===== config.mk =====
export PLATFORM = sky130hd
export DESIGN_NAME = sam_mouse_nibbler
export DESIGN_NICKNAME = d
export VERILOG_FILES = /design/src/rtl/sam_mouse_pkg.sv /design/src/rtl/ps2_mouse_packet.sv /design/src/rtl/sam_mouse_nibbler.sv
export SDC_FILE = /design/constraint.sdc
export NUM_CORES = 1
export LEC_CHECK = 0
export ABC_AREA = 1
export CAP_MARGIN = 20
export CORE_UTILIZATION = 55
export DETAILED_ROUTE_END_ITERATION = 8
export PLACE_DENSITY = 0.73
export SLEW_MARGIN = 20
export SYNTH_ARGS = -nofsm -noshare
export SYNTH_HDL_FRONTEND = slang
export SYNTH_SLANG_ARGS = --single-unit

===== constraint.sdc =====
create_clock -name clk -period 8.37 [get_ports clk]
set_clock_uncertainty 0.1 [all_clocks]
set_input_delay 1.674 -clock clk [delete_from_list [all_inputs] [get_ports clk]]
set_output_delay 1.674 -clock clk [all_outputs]
set_load 0.005 [all_outputs]

===== src/rtl/sam_mouse_pkg.sv =====
// Shared constants and types for the SAM Coupe mouse nibbler.
package sam_mouse_pkg;

  localparam int ACC_W_DEF          = 12;
  localparam int TIMEOUT_CYCLES_DEF = 600;

  // Read-sequence steps, in the order the CPU sees the nibbles.
  localparam logic [2:0] STEP_SYNC = 3'd0;
  localparam logic [2:0] STEP_BTN  = 3'd1;
  localparam logic [2:0] STEP_Y2   = 3'd2;
  localparam logic [2:0] STEP_Y1   = 3'd3;
  localparam logic [2:0] STEP_Y0   = 3'd4;
  localparam logic [2:0] STEP_X2   = 3'd5;
  localparam logic [2:0] STEP_X1   = 3'd6;
  localparam logic [2:0] STEP_X0   = 3'd7;

  // Bit positions within PS/2 mouse byte 0.
  localparam int B0_LEFT  = 0;
  localparam int B0_RIGHT = 1;
  localparam int B0_MID   = 2;
  localparam int B0_SYNC  = 3;
  localparam int B0_XSIGN = 4;
  localparam int B0_YSIGN = 5;
  localparam int B0_XOVF  = 6;
  localparam int B0_YOVF  = 7;

  typedef struct packed {
    logic mid;
    logic right;
    logic left;
  } buttons_t;

  // Header fields kept from byte 0 until the packet completes.
  typedef struct packed {
    logic     yovf;
    logic     xovf;
    logic     ysign;
    logic     xsign;
    buttons_t btn;
  } hdr_t;

endpackage


===== src/rtl/ps2_mouse_packet.sv =====
// Assembles 3-byte PS/2 mouse packets into buttons and 9-bit signed deltas.
module ps2_mouse_packet
  import sam_mouse_pkg::*;
(
  input  logic              clk,
  input  logic              rst,
  input  logic [7:0]        byte_i,
  input  logic              byte_valid_i,
  output buttons_t          buttons_o,
  output logic signed [8:0] dx_o,
  output logic signed [8:0] dy_o,
  output logic              packet_done_o
);

  logic [1:0]        pos_q, pos_d;
  hdr_t              hdr_q, hdr_d;
  logic [7:0]        x_lo_q, x_lo_d;
  buttons_t          buttons_q, buttons_d;
  logic signed [8:0] dx_q, dx_d;
  logic signed [8:0] dy_q, dy_d;
  logic              done_q, done_d;

  // Byte position tracking; a header without the sync bit is dropped.
  always_comb begin
    pos_d     = pos_q;
    hdr_d     = hdr_q;
    x_lo_d    = x_lo_q;
    buttons_d = buttons_q;
    dx_d      = dx_q;
    dy_d      = dy_q;
    done_d    = 1'b0;
    if (byte_valid_i) begin
      case (pos_q)
        2'd0: begin
          if (byte_i[B0_SYNC]) begin
            hdr_d.btn.left  = byte_i[B0_LEFT];
            hdr_d.btn.right = byte_i[B0_RIGHT];
            hdr_d.btn.mid   = byte_i[B0_MID];
            hdr_d.xsign     = byte_i[B0_XSIGN];
            hdr_d.ysign     = byte_i[B0_YSIGN];
            hdr_d.xovf      = byte_i[B0_XOVF];
            hdr_d.yovf      = byte_i[B0_YOVF];
            pos_d           = 2'd1;
          end
        end
        2'd1: begin
          x_lo_d = byte_i;
          pos_d  = 2'd2;
        end
        default: begin
          buttons_d = hdr_q.btn;
          dx_d      = hdr_q.xovf ? 9'sd0 : {hdr_q.xsign, x_lo_q};
          dy_d      = hdr_q.yovf ? 9'sd0 : {hdr_q.ysign, byte_i};
          done_d    = 1'b1;
          pos_d     = 2'd0;
        end
      endcase
    end
  end

  // Packet state registers.
  always_ff @(posedge clk or posedge rst) begin
    if (rst) begin
      pos_q     <= 2'd0;
      hdr_q     <= '0;
      x_lo_q    <= 8'd0;
      buttons_q <= '0;
      dx_q      <= 9'sd0;
      dy_q      <= 9'sd0;
      done_q    <= 1'b0;
    end else begin
      pos_q     <= pos_d;
      hdr_q     <= hdr_d;
      x_lo_q    <= x_lo_d;
      buttons_q <= buttons_d;
      dx_q      <= dx_d;
      dy_q      <= dy_d;
      done_q    <= done_d;
    end
  end

  assign buttons_o     = buttons_q;
  assign dx_o          = dx_q;
  assign dy_o          = dy_q;
  assign packet_done_o = done_q;

endmodule


===== src/rtl/sam_mouse_nibbler.sv =====
// SAM Coupe mouse interface: accumulates PS/2 motion and serves it as an
// eight-step nibble sequence on successive CPU reads of the mouse port.
module sam_mouse_nibbler
  import sam_mouse_pkg::*;
#(
  parameter int TIMEOUT_CYCLES = TIMEOUT_CYCLES_DEF,
  parameter int ACC_W          = ACC_W_DEF
) (
  input  logic       clk,
  input  logic       rst,
  input  logic [7:0] ps2_byte,
  input  logic       ps2_byte_valid,
  input  logic       rdmsel,
  output logic [3:0] mdata,
  output logic [2:0] seq_idx
);

  localparam int IDLE_W = $clog2(TIMEOUT_CYCLES + 1);
  localparam logic signed [ACC_W-1:0] ACC_MAX = {1'b0, {(ACC_W-1){1'b1}}};
  localparam logic signed [ACC_W-1:0] ACC_MIN = {1'b1, {(ACC_W-1){1'b0}}};

  buttons_t          buttons;
  logic signed [8:0] dx, dy;
  logic              packet_done;

  logic                    rdmsel_q;
  logic [2:0]              seq_q, seq_d;
  logic [IDLE_W-1:0]       idle_q, idle_d;
  logic signed [ACC_W-1:0] acc_x_q, acc_x_d, acc_y_q, acc_y_d;
  logic signed [ACC_W-1:0] lat_x_q, lat_x_d, lat_y_q, lat_y_d;
  logic [3:0]              mdata_q, mdata_d;
  logic                    rise, fall, snap;
  logic [11:0]             lx, ly;

  function automatic logic signed [ACC_W-1:0] sat_add(
    input logic signed [ACC_W-1:0] a,
    input logic signed [8:0]       d
  );
    logic signed [ACC_W:0] s;
    s = (ACC_W+1)'(a) + (ACC_W+1)'(d);
    if (s[ACC_W] != s[ACC_W-1]) return s[ACC_W] ? ACC_MIN : ACC_MAX;
    return s[ACC_W-1:0];
  endfunction

  ps2_mouse_packet u_packet (
    .clk           (clk),
    .rst           (rst),
    .byte_i        (ps2_byte),
    .byte_valid_i  (ps2_byte_valid),
    .buttons_o     (buttons),
    .dx_o          (dx),
    .dy_o          (dy),
    .packet_done_o (packet_done)
  );

  // Read sequencing, idle timeout, accumulate/snapshot and nibble select.
  always_comb begin
    rise = rdmsel & ~rdmsel_q;
    fall = ~rdmsel & rdmsel_q;
    // Snapshot happens as the sequence leaves the button step.
    snap = fall && (seq_q == STEP_BTN);

    seq_d  = seq_q;
    idle_d = idle_q;
    if (rise || fall || rdmsel) begin
      idle_d = '0;
    end else if (idle_q == IDLE_W'(TIMEOUT_CYCLES - 1)) begin
      idle_d = '0;
      seq_d  = STEP_SYNC;
    end else begin
      idle_d = idle_q + 1'b1;
    end
    if (fall) seq_d = seq_q + 3'd1;

    // A delta landing with the snapshot goes to the freshly cleared
    // accumulator; the latch keeps the pre-delta total.
    lat_x_d = snap ? acc_x_q : lat_x_q;
    lat_y_d = snap ? acc_y_q : lat_y_q;
    acc_x_d = snap ? '0 : acc_x_q;
    acc_y_d = snap ? '0 : acc_y_q;
    if (packet_done) begin
      acc_x_d = sat_add(acc_x_d, dx);
      acc_y_d = sat_add(acc_y_d, dy);
    end

    lx = 12'(lat_x_d);
    ly = 12'(lat_y_d);
    case (seq_d)
      STEP_SYNC: mdata_d = 4'hF;
      STEP_BTN:  mdata_d = {1'b1, ~buttons.mid, ~buttons.right, ~buttons.left};
      STEP_Y2:   mdata_d = ly[11:8];
      STEP_Y1:   mdata_d = ly[7:4];
      STEP_Y0:   mdata_d = ly[3:0];
      STEP_X2:   mdata_d = lx[11:8];
      STEP_X1:   mdata_d = lx[7:4];
      default:   mdata_d = lx[3:0];
    endcase
  end

  // Sequencer, accumulator and output registers.
  always_ff @(posedge clk or posedge rst) begin
    if (rst) begin
      rdmsel_q <= 1'b0;
      seq_q    <= STEP_SYNC;
      idle_q   <= '0;
      acc_x_q  <= '0;
      acc_y_q  <= '0;
      lat_x_q  <= '0;
      lat_y_q  <= '0;
      mdata_q  <= 4'hF;
    end else begin
      rdmsel_q <= rdmsel;
      seq_q    <= seq_d;
      idle_q   <= idle_d;
      acc_x_q  <= acc_x_d;
      acc_y_q  <= acc_y_d;
      lat_x_q  <= lat_x_d;
      lat_y_q  <= lat_y_d;
      mdata_q  <= mdata_d;
    end
  end

  assign mdata   = mdata_q;
  assign seq_idx = seq_q;

endmodule

Word-level counts from Yosys, hierarchy flattened
Index checks and enable logic that the tools add are counted.
{ "classes": {"n_shift": 0, "n_addsub": 4, "n_reduce_logical": 10, "div_mod_pow": 0, "mul": 0, "eq_ne": 12, "muxes": 28, "n_lt_le_gt_ge": 0, "bitwise_logic": 8} }
{ "ops": {"columns": ["op", "n"], "rows": [
  ["12-bit 2-to-1 mux", 12],
  ["4-bit one-hot mux with 7 select lines", 1],
  ["12-bit by 9-bit adder with 13-bit output", 2],
  ["10-bit 2-to-1 mux", 2],
  ["9-bit 2-to-1 mux", 2],
  ["10-bit by 1-bit adder with 10-bit output, second input constant", 1],
  ["10-bit equality test, second input constant", 1],
  ["3-bit equality test, second input constant", 3],
  ["3-bit 2-to-1 mux", 3],
  ["3-bit by 1-bit equality test with 1-bit output, second input constant", 2],
  ["3-bit by 2-bit equality test with 1-bit output, second input constant", 2],
  ["1-bit 2-to-1 mux", 6],
  ["1-bit inverter", 6],
  ["2-bit AND reduction", 3],
  ["2-bit one-hot mux with 2 select lines", 1],
  ["3-bit by 1-bit adder with 3-bit output, second input constant", 1],
  ["3-bit logical NOT", 1],
  ["3-bit AND reduction", 1],
  ["1-bit bitwise AND", 2],
  ["2-bit by 1-bit equality test with 1-bit output, second input constant", 1],
  ["2-bit logical NOT", 1],
  ["1-bit logical OR", 2],
  ["2-bit 2-to-1 mux", 1],
  ["1-bit != test", 2],
  ["3 further kinds", 3]
]} }
{ "totals": {"reg_bits": 105, "mem_bits_ro": 0, "in_bits": 12, "mem_bits_rw": 0, "out_inout_bits": 7, "elab_cells": 85, "n_memories": 0, "latch_bits": 0} }

Longest topological paths before layout
Gate-level depths: netlist of the first run.
{ "logic_depth": {"depth_word": 10, "mapped_depth": 21, "ltp_nobuf": 19} }

Cells and area by module
From an unflattened synthesis of the first run, not the netlist that was laid out.
{ "unflattened": {"hier_cells": 782, "hier_area_um2": 5972.0} }
{ "by_module_without_submodules": {"columns": ["module", "seq_area_each_um2", "n_inst", "cells_each", "area_each_um2"], "rows": [
  ["sam_mouse_nibbler", 1656.6, 1, 615, 4435.5],
  ["ps2_mouse_packet", 975.9, 1, 167, 1536.5]
]} }

Worst setup path after synthesis of the first run
No wires, ideal clock.
{ "synth_path": {"path_type": "input -> register", "from": "input rdmsel", "to": "register acc_y_q[10]", "setup_ns": 0.120, "arrival_time_ns": 3.923, "required_time_ns": 8.150, "cell_stages": 18, "n_path_buf": 3, "slack_ns": 4.226, "path_cell_list": "inv_1 > nand2_1 > inv_2 > nand3_2 > buf_4 > inv_2 > buf_2 > nor2_1 > ha_1 > inv_1 > fa_1 > o21ai_2 > nand3_2 > nand4_1 > nand2_1 > a21oi_2 > buf_6 > a21oi_2"} }
{ "synth_between": {"elab_chain_cells": 10, "word_cells_on_any_way": 12, "cone_classes": "1 x add/sub; 1 x eq/ne; 7 x mux; 2 x bitwise; 1 x reduce/logical"} }
{ "synth_rtl": {"columns": ["element", "line_no", "text"], "rows": [
  ["from (decl)", "sam_mouse_nibbler.sv:13", "input logic rdmsel,"],
  ["1-bit inverter (*)", "sam_mouse_nibbler.sv:59", "fall = ~rdmsel & rdmsel_q;"],
  ["1-bit bitwise AND (*)", "sam_mouse_nibbler.sv:59", null],
  ["1-bit logical AND (*)", "sam_mouse_nibbler.sv:61", "snap = fall && (seq_q == STEP_BTN);"],
  ["12-bit 2-to-1 mux (*)", "sam_mouse_nibbler.sv:80", "acc_y_d = snap ? '0 : acc_y_q;"],
  ["12-bit by 9-bit adder with 13-bit output", "sam_mouse_nibbler.sv:40", "s = (ACC_W+1)'(a) + (ACC_W+1)'(d);"],
  ["1-bit != test", "sam_mouse_nibbler.sv:41", "if (s[ACC_W] != s[ACC_W-1]) return s[ACC_W] ? ACC_MIN : ACC_MAX;"],
  ["1-bit 2-to-1 mux", "sam_mouse_nibbler.sv:41", null],
  ["1-bit 2-to-1 mux", "sam_mouse_nibbler.sv:81", "if (packet_done) begin"],
  ["12-bit 2-to-1 mux", "sam_mouse_nibbler.sv:42", "return s[ACC_W-1:0];"],
  ["12-bit 2-to-1 mux (*)", "sam_mouse_nibbler.sv:81", null],
  ["net acc_y_d[10]", "sam_mouse_nibbler.sv:29", "logic signed [ACC_W-1:0] acc_x_q, acc_x_d, acc_y_q, acc_y_d;"],
  ["to (signal assigned)", "sam_mouse_nibbler.sv:116", "acc_y_q <= acc_y_d;"],
  ["to (decl)", "sam_mouse_nibbler.sv:29", null]
]} }
Mark *: on every way through the listed nets, which the timed path passes. The rest lies on a longest branch. The select of a mux whose other input is x is not followed.
A chain may end at the register's enable or synchronous reset.

Worst setup path after layout of the first run
{ "layout_path": {"from": "input rdmsel", "to": "register acc_y_q[0]"} }
Same word-level chain as after synthesis.

==> flow_results.org, run 1 <==
** Timing
- Timing would allow up to between 150 and 200 MHz.
- Setup repair after global routing missed its margin :: no
- For the final routed database, the setup TNS stands at 0 ns.
- Number of pins exceeding their max-slew limit in the final report :: 0
- Final min period :: approximately 5.5 ns
- Relative slew slack :: 41.8%
- For the pin with the worst max-slew slack, the measured transition is a little under 0.9 ns.
- After layout, the worst path uses around 65% of the clock period.
- Fin. Hold Viols :: 0
- Setup violations remaining at the end of the flow were counted as 0.

** Setup path
- The worst setup path is of the input pin to register kind.
- In this run the worst path has a maximum fanout of 49.
- Data arrives at the worst endpoint at 5.60 ns.
- Setup crit end kind :: register
- On the critical path, the stage with the largest delay is an instance of a21oi_2.
- The critical path goes through clkdlybuf4s50_1 > inv_1 > nand2_1 > inv_2 > nand3_2 > inv_2 > nor2_1 > ha_1 > inv_1 > fa_1 > o21ai_2 > nand3_2 > nand4_1 > nand2_1 > a21oi_2 > a21oi_1.
- The largest single stage delay on the critical path is ~0.6 ns.
- Crit path max-delay family :: simple AND/OR/NAND/NOR gates
- STA classifies the critical path startpoint as an input pin.
- Worst endpoint required time :: approximately 8.5 ns
- Number of buffers and inverters on the critical path :: 5

** Synthesis
- The cell count after synthesis came out at between 700 and 800.
- After Yosys synthesis, XOR and XNOR cells account for ~2.5% of the synthesized area.
- In the synthesized netlist the dominant register cell turns out to be dfrtp_1.
- Of the post-synthesis cell area, the part taken by muxes is 0%.
- Synthesis produced a netlist with a net count of roughly 790.
- Yosys mapped the design onto 39 distinct sky130hd cell types.
- Number of flops mapped to enable cells by yosys :: 0
- Synth Cell Area :: between 0.005 and 0.006 mm^2
- Synth Area in Compound Gates :: a little under an eighth
- By area, the combinational part of the netlist is dominated by simple AND/OR/NAND/NOR gates.
- For this run, the register share of the synthesized area comes to ~44%.
- Number of warnings issued by yosys :: 0
- Number of flip-flops and latches in the synthesized netlist :: roughly 110
- Post-synthesis async set-or-reset flop share :: 100%
- A synthesized cell averages a little under 8 um^2.
- Share of synthesized cell area in full adder, half adder and majority cells :: between 6 and 7%
- Basic-gate share of the synthesized area counting and, or, nand and nor cells :: a little over a quarter

** Clock tree
- Clock tree from TritonCTS :: built
- Post-CTS clock slew at the launch and capture registers of the worst setup and hold paths :: approximately 0.10 ns
- Clock latency on the worst-skew pair :: 0.38 ns
- After clock tree synthesis, the repair step resized 0 gates.
- TritonCTS Buffers :: 9
- After clock tree synthesis, the flow added hold-fix buffers numbering 0.
- The H-tree was split into 3 levels.
- The tree is rooted in a clkbuf_8.
- Max Root-Sink Buffers :: 2
- The clock drives 105 sinks.
- Once the clock tree was built, the setup fixing pass inserted 0 buffers.

** Cells and area
- Share of final-layout standard cells stronger than drive strength 1 :: 9.00%
- The number of antenna diodes in the final layout is 0.
- Final-layout fill cell count :: ~930
- The library cells used most frequently in the layout, excluding fill and tap cells, are nand2_1 (212), dfrtp_1 (101), inv_1 (90).
- Non-filler instance count after layout :: ~900
- Commonest non-fill, non-tap cell in the layout :: nand2_1
- In the final design database the tool counted roughly 800 nets.
- Post-route core utilization :: around three fifths
- Compared with the post-synthesis result, the final layout area differs by 7.56%.
- Once layout is done, the placed cells without fillers occupy around 0.0064 mm^2.

** Power
- For this design the static power due to leakage is 3.29 nW.
- Combinational logic is responsible for a little under three fifths of the overall power.
- Ratio of total power to cell area :: around 420 mW/mm^2
- Switching power of the nets :: between 1 and 1.5 mW
- Summing internal, switching and leakage power gives 2.71 mW.
- Of the total power, registers draw between 30% and 40%.
- Clk network pwr share :: about an eighth
- Cell internal power was estimated by the tool at ~1.5 mW.
- Peak VDD IR :: approximately 170 uV
- Switching share of total power :: 46.6%

** Floorplanning
- The core region is between 0.01 and 0.015 mm^2.
- From bottom edge to top edge, the die measures 106 um.
- For this design the top-level I/O count stands at 19.
- Initial Utilization :: a little under three fifths
- Die Span X :: 106 um
- Die area :: about 0.011 mm^2
- Number of placement rows :: 37

** Route
- Before antenna repair, the detailed router went through 6 iterations.
- In this run the remaining antenna-violating nets after routing total 0.
- DR vias :: about 4700
- Total wire length after detailed routing :: around 12000 um
- Detailed routing placed a total of between 300 and 400 um of wire on met3.
- Detailed-route vias per instance :: 5.21
- Avg WL per Cell :: about 13 um
- Iteration-0 DRC count of the detailed router :: around 220
- After detailed routing, the number of remaining DRC violations is 0.
- The highest metal layer carrying signal wires in the routed design is met4.
- Met2 WL :: around 5500 um
- After detailed routing, the wire length on met1 is around 5700 um.

** Placed design
- Once placement finished, the instance area stood at around 0.0062 mm^2.
- Final GP Congestion :: ~0.84
- Cell count after placement :: between 800 and 900
- Detailed placement ended at an HPWL of around 9100 um.
- In this run the tool buffered the top-level ports with 18 buffer cells.

** Global routing
- First-pass GRT wire length :: 20900 um
- Initial antenna violation count :: 0
- Number of global-route vias before repair :: ~4600
- Global routing consumed, over all layers together, between 20% and 30% of the routing resources.
- Entering global routing, the biggest net connects 74 pins.
- Global-route congestion overflow total :: 0

** Min path
- Tightest Hold Check Type :: register to register

** Job
- Max-cap violations in this run came to 0.

** Outcome
- The run finished with clean final reports.
==> power by group through the flow <==
stage	clock network [mW]	registers (mW)	logic (mW)
4_1_cts	0.361	0.819	1.54
3_5_place_dp	0	0.829	1.53
6_report	0.351	0.819	1.55
3_3_place_gp	0	0.821	1.49
5_1_grt	0.376	0.839	1.77
2_1_floorplan	0	0.797	1.26
==> sequential cells by signal, indices dropped and copies added, names as in the netlist, 7 cells and up <==
register and flops:
lat_y_q 12, lat_x_q 12, u_packet.dx_o 9, u_packet.hdr_q 7
acc_y_q 12, acc_x_q 12, u_packet.dy_o 9, idle_q 10
u_packet.x_lo_q 8
==> cell families (layout without fill, tap and decap cells) <==
group                    count (synthesis)  in the layout
AND/OR/NAND/NOR                        366            366
AO/OA/AOI/OAI                          118            118
buffers and inverters                  118            132
flip-flops                             105            105
adder cells (fa/ha/maj)                 29             29
XOR/XNOR                                17             17
==> area by class of cell <==
type	count	area, um^2	share of cell area (%)
repair buffers	19	188	2.94
clock inverters	5	85.1	1.33
multi-input cells	530	2810	43.9
inverters	97	367	5.74
well taps	136	170	2.66
clock buffers	11	141	2.21
flip-flops and latches	105	2630	41.2
==> worst reg2reg max path, stage by stage (launching register included) <==
cell	delay, ns
dfrtp_1	0.42
inv_1	0.09
ha_1	0.16
nand3_2	0.59
inv_2	0.62
nor2_1	0.15
ha_1	0.38
a21oi_1	0.22
nand2_1	0.18
nand3_2	0.12
nand3_1	0.09
nand2_1	0.07
nand2_1	0.06
a21oi_2	0.57
a21oi_1	0.15
==> per-layer routing <==
layer	vias to the layer above	track usage (%)
met1	2164	31.5
met4	0	8.23
li1	2430	-
met3	19	3.86
met2	93	38.1
met5	-	0
==> final timing paths <==
path,from,cells after the start,slack (ns),to
min in group asynchronous,rst,2,1.52,idle_q[6]
worst min register to register,idle_q[0],1,0.38,idle_q[0]
worst min-delay path,idle_q[0],1,0.38,idle_q[0]
worst max-delay path,rdmsel,16,2.89,acc_y_q[0]
worst max register to register,seq_idx[1],14,4.25,acc_y_q[0]
max in group asynchronous,rst,3,5.43,u_packet.dy_o[1]
==> cells in the mapped netlist, drive strengths merged, types with 2 or more instances <==
library cell | n | area share, %
inv | 96 | 6.1
o21a | 2 | 0.25
nand4 | 23 | 2.7
nor3 | 4 | 0.34
o21ai | 66 | 5.7
fa | 2 | 0.67
nand3 | 33 | 3.4
o21bai | 2 | 0.25
buf | 13 | 1.8
nand2 | 217 | 14
xnor2 | 9 | 1.3
ha | 27 | 5.7
nor3b | 2 | 0.25
dfrtp | 101 | 43
dfstp | 4 | 1.8
a31oi | 2 | 0.21
clkbuf | 8 | 0.51
xor2 | 8 | 1.2
a21oi | 44 | 5.3
nor2 | 84 | 5.5
==> metrics by stage <==
stage	hold slack (ns)	setup slack [ns]
after global routing	0.401	2.51
after CTS	0.377	2.93
after detailed placement	0.359	2.54
final	0.376	2.89
after global placement	0.349	2.68
after floorplan	0.333	3.84
(Power assumes the default switching activity.)
==> run 2, diff against run 1 <==
Settings changed: PLACE_DENSITY 0.73 to 0.75.
Clock period 8.37 ns to 4.79 ns, I/O delays scaled along.
==> run 2 against run 1 <==
Net effect: count of clock-buffer cells in the layout is 1 lower; design area is 0.12% higher; critical path depth stayed put; flip-flop and latch count stayed put; wire length is 0.99% higher; sequential power is 75% higher; sequential share of layout area hardly changed; register-to-register slack worse by 2.7 ns; core utilization is 0.072 points higher; largest power group unchanged.
==> flow_results.org, run 2 (synthesized netlist as in run 1, its figures left out) <==
** Cells and area
- Leaving out fill and tap cells, the most frequent cell in the layout is nand2_1.
- For this run, the number of standard cells in the final layout without fillers is between 900 and 1000.
- Compared with the post-synthesis result, the final layout area differs by 7.69%.
- Number of antenna diodes :: 0
- In the layout the commonest cells are nand2_1 (212), dfrtp_1 (101), inv_1 (90).
- Of the cells placed in the final design, the portion with a size suffix greater than 1 is roughly a tenth.
- Post-layout net count :: just over 800

** Job
- Max-cap violations in this run came to 0.

** Timing
- Setup repair after global routing left no endpoint under its margin.
- Share of the clock period used by the worst path after layout :: 80.5%
- Fin. Hold Viols :: 0
- Number of pins exceeding their max-slew limit in the final report :: 0
- Final min period :: roughly 3.9 ns
- Headroom to the max-slew limit came out at approximately half.
- Summed over all failing endpoints, the final setup total negative slack is 0 ns.
- Max Fclk :: 259 MHz
- Final setup fails :: 0
- For the pin with the worst max-slew slack, the measured transition is 0.745 ns.

** Clock tree
- Root buf cell :: clkbuf_8
- The H-tree was split into 3 levels.
- Post-CTS Setup Bufs :: 0
- After clock tree synthesis, the repair step resized 0 gates.
- The clock drives approximately 110 sinks.
- Clock latency on the worst-skew pair, taken at its later pin, is approximately 0.37 ns.
- Max Root-Sink Buffers :: 2
- TritonCTS built the clock tree.
- TritonCTS Buffers :: 9
- Number of buffers inserted by hold repair at cts :: 0
- Clock-pin slew was measured on the worst setup and hold paths at around 0.11 ns.

** Route
- First-pass DRT Iterations :: 5
- Detailed-route vias per instance :: about 5.3
- The first routing iteration left between 300 and 400 violations.
- Total wire length after detailed routing :: roughly 12000 um
- In the final routed layout, each cell accounts on average for between 10 and 15 um.
- Final antenna-violating net count :: 0
- After detailed routing, the number of remaining DRC violations is 0.
- Across all layers, the routed design uses between 4000 and 5000 vias.

** Floorplanning
- The floorplan has 37 rows.
- From left edge to right edge, the die measures between 100 and 150 um.
- The total area inside the core boundary comes to about 0.010 mm^2.
- The die covers 0.0112 mm^2.
- Pin placement for this block handled 19 I/O pins.
- Initial Utilization :: a little under three fifths
- Die Ht :: 106 um

** Global routing
- Entering global routing, the biggest net connects 55 pins.
- Number of global-route vias before repair :: 4556
- The initial antenna violation count came to 0.
- For this run the aggregate overflow at the end of global routing stands at 0.
- The first global-routing pass estimated between 20000 and 25000 um of wire.
- Overall track demand over capacity in global routing :: roughly a quarter

** Placed design
- The congestion estimate from routability-driven global placement came to between 0.8 and 0.9.
- Port-buffer cells :: 18
- The HPWL after detailed placement is 9060 um.
- Cell count after placement :: between 800 and 900

** Outcome
- The flow ran to the end, and the final reports show no timing, DRC or antenna violations.

** Setup path
- For the worst setup path, the data arrival time is about 4.0 ns.
- Setup crit end kind :: register
- Type of element launching the critical path :: input pin
- In this run the worst path has a maximum fanout of 24.
- Worst endpoint required time :: roughly 4.9 ns
- Setup CP Type :: input pin to register
- The worst register-to-register path has a setup slack of 1.60 ns.

** Power
- Static leakage power :: between 3 and 4 nW
- Ratio of total power to cell area :: between 700 and 800 mW/mm^2
- Peak VDD IR :: 321 uV

** Min path
- Tightest Hold Check Type :: register to register
## run 2: cell types whose count changed in the layout (fill, tap and decap cells not counted), sizes merged
cell	change
buf	+4
bufinv	-1
clkbuf	-1
clkinv	+1
clkinvlp	+1
## run 2: power breakdown
part / internal [mW] / total, mW / switching [mW]
Combinational: 0.969 / 2.73 / 1.77
Clock: 0.250 / 0.560 / 0.310
Sequential: 1.26 / 1.43 / 0.169
Total: 2.48 / 4.72 / 2.24
## run 2: worst paths after layout
kind | start | end | cells after the start
max | rdmsel | acc_x_q[0] | 16
min | idle_q[0] | idle_q[0] | 1
max reg2reg | seq_idx[0] | acc_x_q[0] | 13
min reg2reg | idle_q[0] | idle_q[0] | 1
max in group asynchronous | rst | lat_y_q[0] | 3
min in group asynchronous | rst | acc_y_q[11] | 3
## run 2: area by class of cell
class                      count  area, um^2
timing repair buffer          23         218
tap                          136         170
fill                         905        4020
clock buffer                  10         128
inverter                      97         367
multi-input combinational    530        2810
clock inverter                 6        76.3
sequential                   105        2630
## run 2: stage by stage
stage               setup WS (ns)  util, %  total power, mW  cell area [um^2]  hold WS (ns)
finish                      0.936     61.4             4.72              6400         0.379
global route                0.709     61.4             5.18              6400         0.415
CTS                         0.988     61.4             4.72              6400         0.388
detailed placement          0.601     59.4             4.15              6190         0.370
global placement            0.711     59.4             4.05              6190         0.347
floorplan                   0.978        -             3.60              5940         0.333
## run 2: layer usage
layer	track usage [%]	vias to the layer above	wire [um]
met5	0	-	0
met4	7.54	0	218
met2	36.6	103	5490
met1	33.3	2243	5740
met3	3.92	21	417
li1	-	2431	-
## run 2: critical path, cell delays in order
cell and delay [ns]:
clkdlybuf4s50_1 0.50, inv_1 0.05, nand2_1 0.12, inv_2 0.08, nand3_2 0.08, inv_2 0.17, nor2_1 0.22, ha_1 0.23
inv_1 0.06, fa_1 0.41, o21ai_2 0.25, nand3_2 0.10, nand4_1 0.15, nand2_2 0.10, a21oi_4 0.39, a21oi_1 0.13
